<file path="src/rtl/gate_pkg.sv">
// Shared definitions for the gate-op scheduler: opcode encoding and FSM states.
// Imported by the logic unit and the scheduler top.
package gate_pkg;

    localparam int OPW = 3;

    localparam logic [OPW-1:0] OP_AND  = 3'd0;
    localparam logic [OPW-1:0] OP_OR   = 3'd1;
    localparam logic [OPW-1:0] OP_XOR  = 3'd2;
    localparam logic [OPW-1:0] OP_NAND = 3'd3;
    localparam logic [OPW-1:0] OP_NOR  = 3'd4;
    localparam logic [OPW-1:0] OP_NOT  = 3'd5;

    typedef enum logic [1:0] {
        IDLE = 2'd0,
        EXEC = 2'd1,
        RESP = 2'd2
    } state_t;

endpackage

</file>
<file path="src/rtl/gate_alu.sv">
// Combinational bitwise logic unit; opcodes 6 and 7 return zero and flag an error.
// Kept free of scheduler state so lab exercises can instantiate it on its own.
module gate_alu
    import gate_pkg::*;
#(
    parameter int WIDTH = 4
) (
    input  logic [OPW-1:0]   op,
    input  logic [WIDTH-1:0] a,
    input  logic [WIDTH-1:0] b,
    output logic [WIDTH-1:0] y,
    output logic             err
);

    always_comb begin
        y   = '0;
        err = 1'b0;
        case (op)
            OP_AND:  y = a & b;
            OP_OR:   y = a | b;
            OP_XOR:  y = a ^ b;
            OP_NAND: y = ~(a & b);
            OP_NOR:  y = ~(a | b);
            OP_NOT:  y = ~a;
            default: err = 1'b1;
        endcase
    end

endmodule

</file>
<file path="src/rtl/gate_op_scheduler.sv">
// Round-robin sharing of one gate_alu among NREQ requesters, with a
// three-state IDLE/EXEC/RESP sequencer and a registered valid/ready response.
module gate_op_scheduler
    import gate_pkg::*;
#(
    parameter int NREQ  = 4,
    parameter int WIDTH = 4,
    parameter int IDW   = 2
) (
    input  logic                  clk,
    input  logic                  reset,
    input  logic [NREQ-1:0]       req_valid,
    input  logic [3*NREQ-1:0]     req_op,
    input  logic [WIDTH*NREQ-1:0] req_a,
    input  logic [WIDTH*NREQ-1:0] req_b,
    output logic [NREQ-1:0]       req_ready,
    output logic                  rsp_valid,
    input  logic                  rsp_ready,
    output logic [IDW-1:0]        rsp_id,
    output logic [WIDTH-1:0]      rsp_y,
    output logic                  rsp_err,
    output logic [7:0]            done_count
);

    state_t           state_reg;
    logic [IDW-1:0]   rr_ptr_reg;
    logic             rsp_valid_reg;
    logic [WIDTH-1:0] rsp_y_reg;
    logic [IDW-1:0]   rsp_id_reg;
    logic             rsp_err_reg;
    logic [7:0]       done_count_reg;

    logic [OPW-1:0]   op_reg;
    logic [WIDTH-1:0] a_reg;
    logic [WIDTH-1:0] b_reg;

    logic [OPW-1:0]   op_arr [NREQ];
    logic [WIDTH-1:0] a_arr  [NREQ];
    logic [WIDTH-1:0] b_arr  [NREQ];

    genvar gi;
    generate
        for (gi = 0; gi < NREQ; gi++) begin : g_unpack
            assign op_arr[gi] = req_op[OPW*gi +: OPW];
            assign a_arr[gi]  = req_a[WIDTH*gi +: WIDTH];
            assign b_arr[gi]  = req_b[WIDTH*gi +: WIDTH];
        end
    endgenerate

    // Scan from the farthest offset down so the nearest valid requester at or
    // after rr_ptr overwrites earlier candidates. NREQ is a power of two, so
    // the IDW-bit sum wraps around naturally.
    logic [IDW-1:0] scan_idx;
    logic [IDW-1:0] grant_id;
    logic           grant_any;

    always_comb begin
        scan_idx  = '0;
        grant_id  = '0;
        grant_any = 1'b0;
        for (int k = NREQ - 1; k >= 0; k--) begin
            scan_idx = rr_ptr_reg + IDW'(k);
            if (req_valid[scan_idx]) begin
                grant_id  = scan_idx;
                grant_any = 1'b1;
            end
        end
    end

    logic transfer;
    assign transfer  = (state_reg == IDLE) && !reset && grant_any;
    assign req_ready = transfer ? (NREQ'(1) << grant_id) : '0;

    logic [WIDTH-1:0] alu_y;
    logic             alu_err;

    gate_alu #(
        .WIDTH(WIDTH)
    ) u_alu (
        .op (op_reg),
        .a  (a_reg),
        .b  (b_reg),
        .y  (alu_y),
        .err(alu_err)
    );

    // Operand latches carry no reset: they are only consumed after a transfer.
    always_ff @(posedge clk) begin
        if (transfer) begin
            op_reg <= op_arr[grant_id];
            a_reg  <= a_arr[grant_id];
            b_reg  <= b_arr[grant_id];
        end
    end

    always_ff @(posedge clk) begin
        if (reset) begin
            state_reg      <= IDLE;
            rr_ptr_reg     <= '0;
            rsp_valid_reg  <= 1'b0;
            rsp_y_reg      <= '0;
            rsp_id_reg     <= '0;
            rsp_err_reg    <= 1'b0;
            done_count_reg <= '0;
        end else begin
            case (state_reg)
                IDLE: begin
                    if (transfer) begin
                        rsp_id_reg <= grant_id;
                        state_reg  <= EXEC;
                    end
                end
                EXEC: begin
                    rsp_y_reg     <= alu_y;
                    rsp_err_reg   <= alu_err;
                    rsp_valid_reg <= 1'b1;
                    state_reg     <= RESP;
                end
                RESP: begin
                    if (rsp_ready) begin
                        rsp_valid_reg  <= 1'b0;
                        done_count_reg <= done_count_reg + 8'd1;
                        rr_ptr_reg     <= rsp_id_reg + IDW'(1);
                        state_reg      <= IDLE;
                    end
                end
                default: state_reg <= IDLE;
            endcase
        end
    end

    assign rsp_valid  = rsp_valid_reg;
    assign rsp_y      = rsp_y_reg;
    assign rsp_id     = rsp_id_reg;
    assign rsp_err    = rsp_err_reg;
    assign done_count = done_count_reg;

endmodule

</file>
<file path="config.mk">
export PLATFORM = sky130hd
export DESIGN_NAME = gate_op_scheduler
export DESIGN_NICKNAME = d
export VERILOG_FILES = /design/src/rtl/gate_pkg.sv /design/src/rtl/gate_alu.sv /design/src/rtl/gate_op_scheduler.sv
export SDC_FILE = /design/constraint.sdc
export NUM_CORES = 1
export LEC_CHECK = 0
export BUFFER_PORTS_ARGS = -buffer_cell sky130_fd_sc_hd__buf_2
export CAP_MARGIN = 10
export CORE_ASPECT_RATIO = 1.25
export CORE_UTILIZATION = 25
export CTS_CLUSTER_DIAMETER = 150
export DETAILED_ROUTE_END_ITERATION = 12
export PLACE_DENSITY = 0.54
export SETUP_SLACK_MARGIN = 0.2
export SLEW_MARGIN = 10
export SYNTH_ARGS = -nofsm -noshare
export SYNTH_HDL_FRONTEND = slang
export SYNTH_SLANG_ARGS = --single-unit
export TNS_END_PERCENT = 10
</file>
<file path="constraint.sdc">
create_clock -name clk -period 2.5 [get_ports clk]
set_input_delay 0.125 -clock clk [delete_from_list [all_inputs] [get_ports clk]]
set_output_delay 0.125 -clock clk [all_outputs]
set_load 0.01 [all_outputs]
</file>
* Word level (Yosys, flattened, before mapping)
Index checks and enable logic that the tools add are counted.
Cells by class: add/sub/neg operators 5, $lt $le $gt $ge 5, equal/unequal tests 9, shift-type cells 1, multiplexer cells 33, bitwise gates (word level) 7, reduce and logical (&&, ||, !) cells 11
Operators by type and width (number):
- $pmux 4 s6 | 1
- $mux 4 | 5
- $bmux 4 s2 | 2
- $lt 2x3->1 const B | 4
- $mux 2 | 6
- $not 4->4 | 3
- $mux 1 | 10
- $add 8x1->8 const B | 1
- $bmux 1 s2 | 4
- $reduce_and 2->1 | 4
- $bmux 3 s2 | 1
- $eq 3x2->1 const B | 2
- $eq 3x3->1 const B | 2
- $mux 3 | 2
- $pmux 2 s3 | 1
- $reduce_or 6->1 | 1
- $add 2x1->2 const B | 2
- $add 2x2->2 const B | 2
- $and 4x4->4 | 1
- $ne 2x2->1 const B | 2
- $or 4x4->4 | 1
- $shl 1x2->4 const A | 1
- $xor 4x4->4 | 1
- $eq 3x1->1 const B | 1
- 10 further kinds | 11
Word-level totals: bits in registers 31, bits of input ports 51, output and inout port bits 20, logic and storage cells 81

* Longest topological paths before layout
depth in word-level cells 11, gate-level depth with buffers 7, mapped depth without buffers 6

* Cells and area by module
A second synthesis with hierarchy kept.
Second synthesis, totals: cells, all modules 194, area total of the unflattened synthesis 1974.4 sq um
By module, submodules not included:
- gate_op_scheduler | instances 1, cells an instance 145, area an instance 1620.3 sq um, seq. area each 730.7 sq um
- gate_alu | instances 1, cells an instance 49, area an instance 354.1 sq um, seq. area each 0.0 sq um

* Worst setup path before layout
No wires, ideal clock.
path type reg2reg, from register rr_ptr_reg[1], to register a_reg[2], data pin, library setup time 261 ps, arrival time 1424 ps, required time 2239 ps, slack 815 ps, cell stages (with the launch flop) 6, path buffers 1, period minus slack after synthesis 1685 ps, cell sequence dfxtp_1 mux2i_1 nor2_1 a311oi_4 buf_6 mux2i_1
On the way: cells in the longest elaborated chain, start to end 11, elaborated cells between the ends (all ways) 19, those cells by class add/sub: 3; mux: 15; bitwise: 1
Ends and longest elaborated chain:
- from (decl) | RTL line gate_op_scheduler.sv:26 | logic [IDW-1:0] rr_ptr_reg;
- from (signal assigned) | RTL line gate_op_scheduler.sv:123 | rr_ptr_reg <= rsp_id_reg + IDW'(1);
- $add 2x2->2 | RTL line gate_op_scheduler.sv:62 | scan_idx = rr_ptr_reg + IDW'(k);
- $bmux 1 s2 | RTL line gate_op_scheduler.sv:63 | if (req_valid[scan_idx]) begin
- $mux 1 (implied by the code) | RTL line gate_op_scheduler.sv:63
- $mux 2 (3 in a row) | RTL line gate_op_scheduler.sv:63
- $mux 2 * | RTL line gate_op_scheduler.sv:63
- $not 2->3 (implied by the code) * | RTL line gate_op_scheduler.sv:91 | a_reg <= a_arr[grant_id];
- $bmux 4 s2 * | RTL line gate_op_scheduler.sv:91
- $mux 4 (implied by the code) * (2 in a row) | RTL line gate_op_scheduler.sv:91
- to (signal assigned) | RTL line gate_op_scheduler.sv:91
- to (decl) | RTL line gate_op_scheduler.sv:34 | logic [WIDTH-1:0] a_reg;
Mark *: on every way between the ends. The rest lies on a longest branch, timed or not. The select of a mux whose other input is x is not followed. A chain may end at the register's enable or synchronous reset.

* Worst setup path in the final report
from register state_reg[0], to output port req_ready[3]
On the way: cells in the longest elaborated chain, start to end 4
Ends and longest elaborated chain:
- from (decl) | RTL line gate_op_scheduler.sv:25 | state_t state_reg;
- from (signal assigned) | RTL line gate_op_scheduler.sv:98 | state_reg <= IDLE;
- from (signal assigned) | RTL line gate_op_scheduler.sv:110 | state_reg <= EXEC;
- from (signal assigned) | RTL line gate_op_scheduler.sv:117 | state_reg <= RESP;
- $logic_not 2->1 | RTL line gate_op_scheduler.sv:71 | assign transfer = (state_reg == IDLE) && !reset && grant_any;
- $logic_and 1x1->1 (2 in a row) | RTL line gate_op_scheduler.sv:71
- net transfer | RTL line gate_op_scheduler.sv:70 | logic transfer;
- $mux 4 | RTL line gate_op_scheduler.sv:72 | assign req_ready = transfer ? (NREQ'(1) << grant_id) : '0;
- to (decl) | RTL line gate_op_scheduler.sv:16 | output logic [NREQ-1:0] req_ready,
The timed path passes the listed nets, and every way through them passes these cells.

==> flow_metrics.env <==
export IMPL_status="finished clean"
export IMPL_viasPerCell=4.47
export IMPL_ir_worst_vdd_v=0.000213
export IMPL_synth_flop_cell="dfxtp_1"
export IMPL_p_per_area_nw_per_um2=522
export IMPL_first_pass_iters=4
export IMPL_cts_root_buffer="clkbuf_8"
export IMPL_largest_register_ffs=8
export IMPL_grt_antenna_before_repair=0
export IMPL_finish_utilization_pct=32.7
export IMPL_dieArea_um2=8140
export IMPL_slew_viol_final=0
export IMPL_place_congestion=0.745
export IMPL_core_um2=7440
export IMPL_critPathLaunchType="flip-flop"
export IMPL_avgSynthCellArea_um2=10.3
export IMPL_ys_types=39
export IMPL_wl_per_cell_um=11.1
export IMPL_start_util_pct=26.1
export IMPL_critical_path_class="reg -> out"
export IMPL_hold_viol=0
export IMPL_num_antenna_cells=0
export IMPL_ys_warn_count=0
export IMPL_dr_first_iter_drc_count=35
export IMPL_maxCapViolCount=0
export IMPL_drive_gt1_share_pct=34.5
export IMPL_grt_pass1_vias=1537
export IMPL_fin_tns_setup_ps=0
export IMPL_numPortBuffers=70
export IMPL_fmax_ghz=0.491
export IMPL_cts_repair_resized=0
export IMPL_vias=1564
export IMPL_cts_setup_buffers=0
export IMPL_cts_buffers=5
export IMPL_wl_met3_um=202
export IMPL_grt_pass1_wl_um=6620
export IMPL_num_rows=35
export IMPL_end_kind="output port"
export IMPL_met1_length_um=1710
export IMPL_crit_fanout=13
export IMPL_gr_usage_all_layers_pct=10.4
export IMPL_fin_crit_sh_pct=81.5
export IMPL_setup_viol=0
export IMPL_clk_pin_slew_ps=70
export IMPL_syn_to_final_growth_pct=25.1
export IMPL_syn_cell_area_um2=1950
export IMPL_dpl_hpwl_um=3050
export IMPL_rsz0062_at_grt="false"
export IMPL_ys_async_sr_fraction_pct=0
export IMPL_syn_instance_count=189
export IMPL_tightest_slew_ps=465
export IMPL_cts_tree="done"
export IMPL_period_minus_slack_ps=2040
export IMPL_skew_ps=5.90
export IMPL_synth_edf_count=11
export IMPL_grt_max_degree=28
export IMPL_grt_ovfl_total=0
export IMPL_synth_net_count=249
export IMPL_hold_path_class="in -> reg"
export IMPL_die_w_um=80.9
export IMPL_final_nets=317
export IMPL_cp_arrival_ps=1910
export IMPL_cts_sinks=31
export IMPL_ys_ff_latch=31
export IMPL_routed_top_layer="met4"
export IMPL_drc_errors=0
export IMPL_insertion_delay_ps=280
export IMPL_htree_levels=2
export IMPL_clockBufferDepth=2
export IMPL_max_slew_margin_pct=68.9
export IMPL_fillerInstances=797
export IMPL_p_leak_uw=0.00111
export IMPL_hold_buffers=0
export IMPL_yosysSeqAreaShare_pct=37.6
export IMPL_io_pins=71
export IMPL_dieHeight_um=101
export IMPL_required_ps=2380
export IMPL_routed_wl_um=3870
export IMPL_ant_nets=0
export IMPL_wl_met2_um=1840
worst paths after layout:
path	cells after the start	start	slack [ps]	endpoint
max	6	state_reg[0]	460	req_ready[3]
min	3	rsp_ready	140	state_reg[1]
max reg2reg	5	rr_ptr_reg[1]	710	b_reg[1]
min reg2reg	1	rsp_y[1]	470	rsp_y[1]
routing by layer:
metal,vias to the layer above,global-route usage [%]
met4,0,5.49
li1,815,-
met5,-,0
met1,692,11.5
met2,48,17.8
met3,9,2.62
cell usage after synthesis, drive strengths merged, types with 4 or more instances:
library cell / instances / share of area, %
a21oi: 7 / 2.0
buf: 7 / 3.0
dfxtp: 20 / 21
edfxtp: 11 / 17
ha: 9 / 5.8
inv: 12 / 2.3
mux2i: 40 / 21
nand2: 5 / 1.1
nor2: 24 / 4.8
o221ai: 4 / 1.8
xor2: 5 / 2.3
cells by family after synthesis:
group / synth area share, %
AND/OR/NAND/NOR: 13.2
multiplexers: 22.3
flip-flops: 37.6
AO/OA/AOI/OAI: 11.6
buffers and inverters: 5.92
adder cells (fa/ha/maj): 5.79
XOR/XNOR: 3.60
worst max-delay path: stages, from the launching register on:
cell     delay [ps]
dfxtp_1         330
nor2_1          140
o41ai_2         120
or2_2           330
inv_1           370
and3_1          210
buf_2           130
through the flow:
step                setup WS [ps]  instances  power, uW  cell area [um^2]  hold slack, ps
floorplan                     815        189        820              1950             311
global placement              767        342        904              2350             429
detailed placement            747        342        908              2350             438
CTS                           425        350       1300              2430             132
global route                  244        350       1350              2430             152
finish                        464        350       1270              2430             143
area by class of cell:
class / count / area (um^2) / area share, %
Multi-Input combinational cell: 136 / 1100 / 45.2
Inverter: 12 / 45.0 / 1.85
Tap cell: 92 / 115 / 4.73
Clock inverter: 2 / 12.5 / 0.514
Timing Repair Buffer: 71 / 358 / 14.7
Clock buffer: 6 / 72.6 / 2.98
Sequential cell: 31 / 731 / 30.0
where the power goes:
group	total, uW	switching (uW)	internal [uW]
logic	289	141	147
registers	605	37.9	567
clock network	376	182	194
total	1270	361	908
placed cells by master, fill, tap and decap left out, types with 3 or more instances in the layout:
cell      count
a211o_1       3
a21oi_1       6
a32o_1        3
buf_2        70
clkbuf_8      5
dfxtp_1      20
edfxtp_1     11
ha_1          9
inv_1        12
mux2_2        3
mux2i_1      40
nand2_1       4
nand2b_1      3
nor2_1       23
nor2b_1       3
nor3_1        3
nor3b_1       3
o221ai_1      4
xnor2_1       3
xor2_1        5
Note: power is estimated with default switching activity, not from simulation.
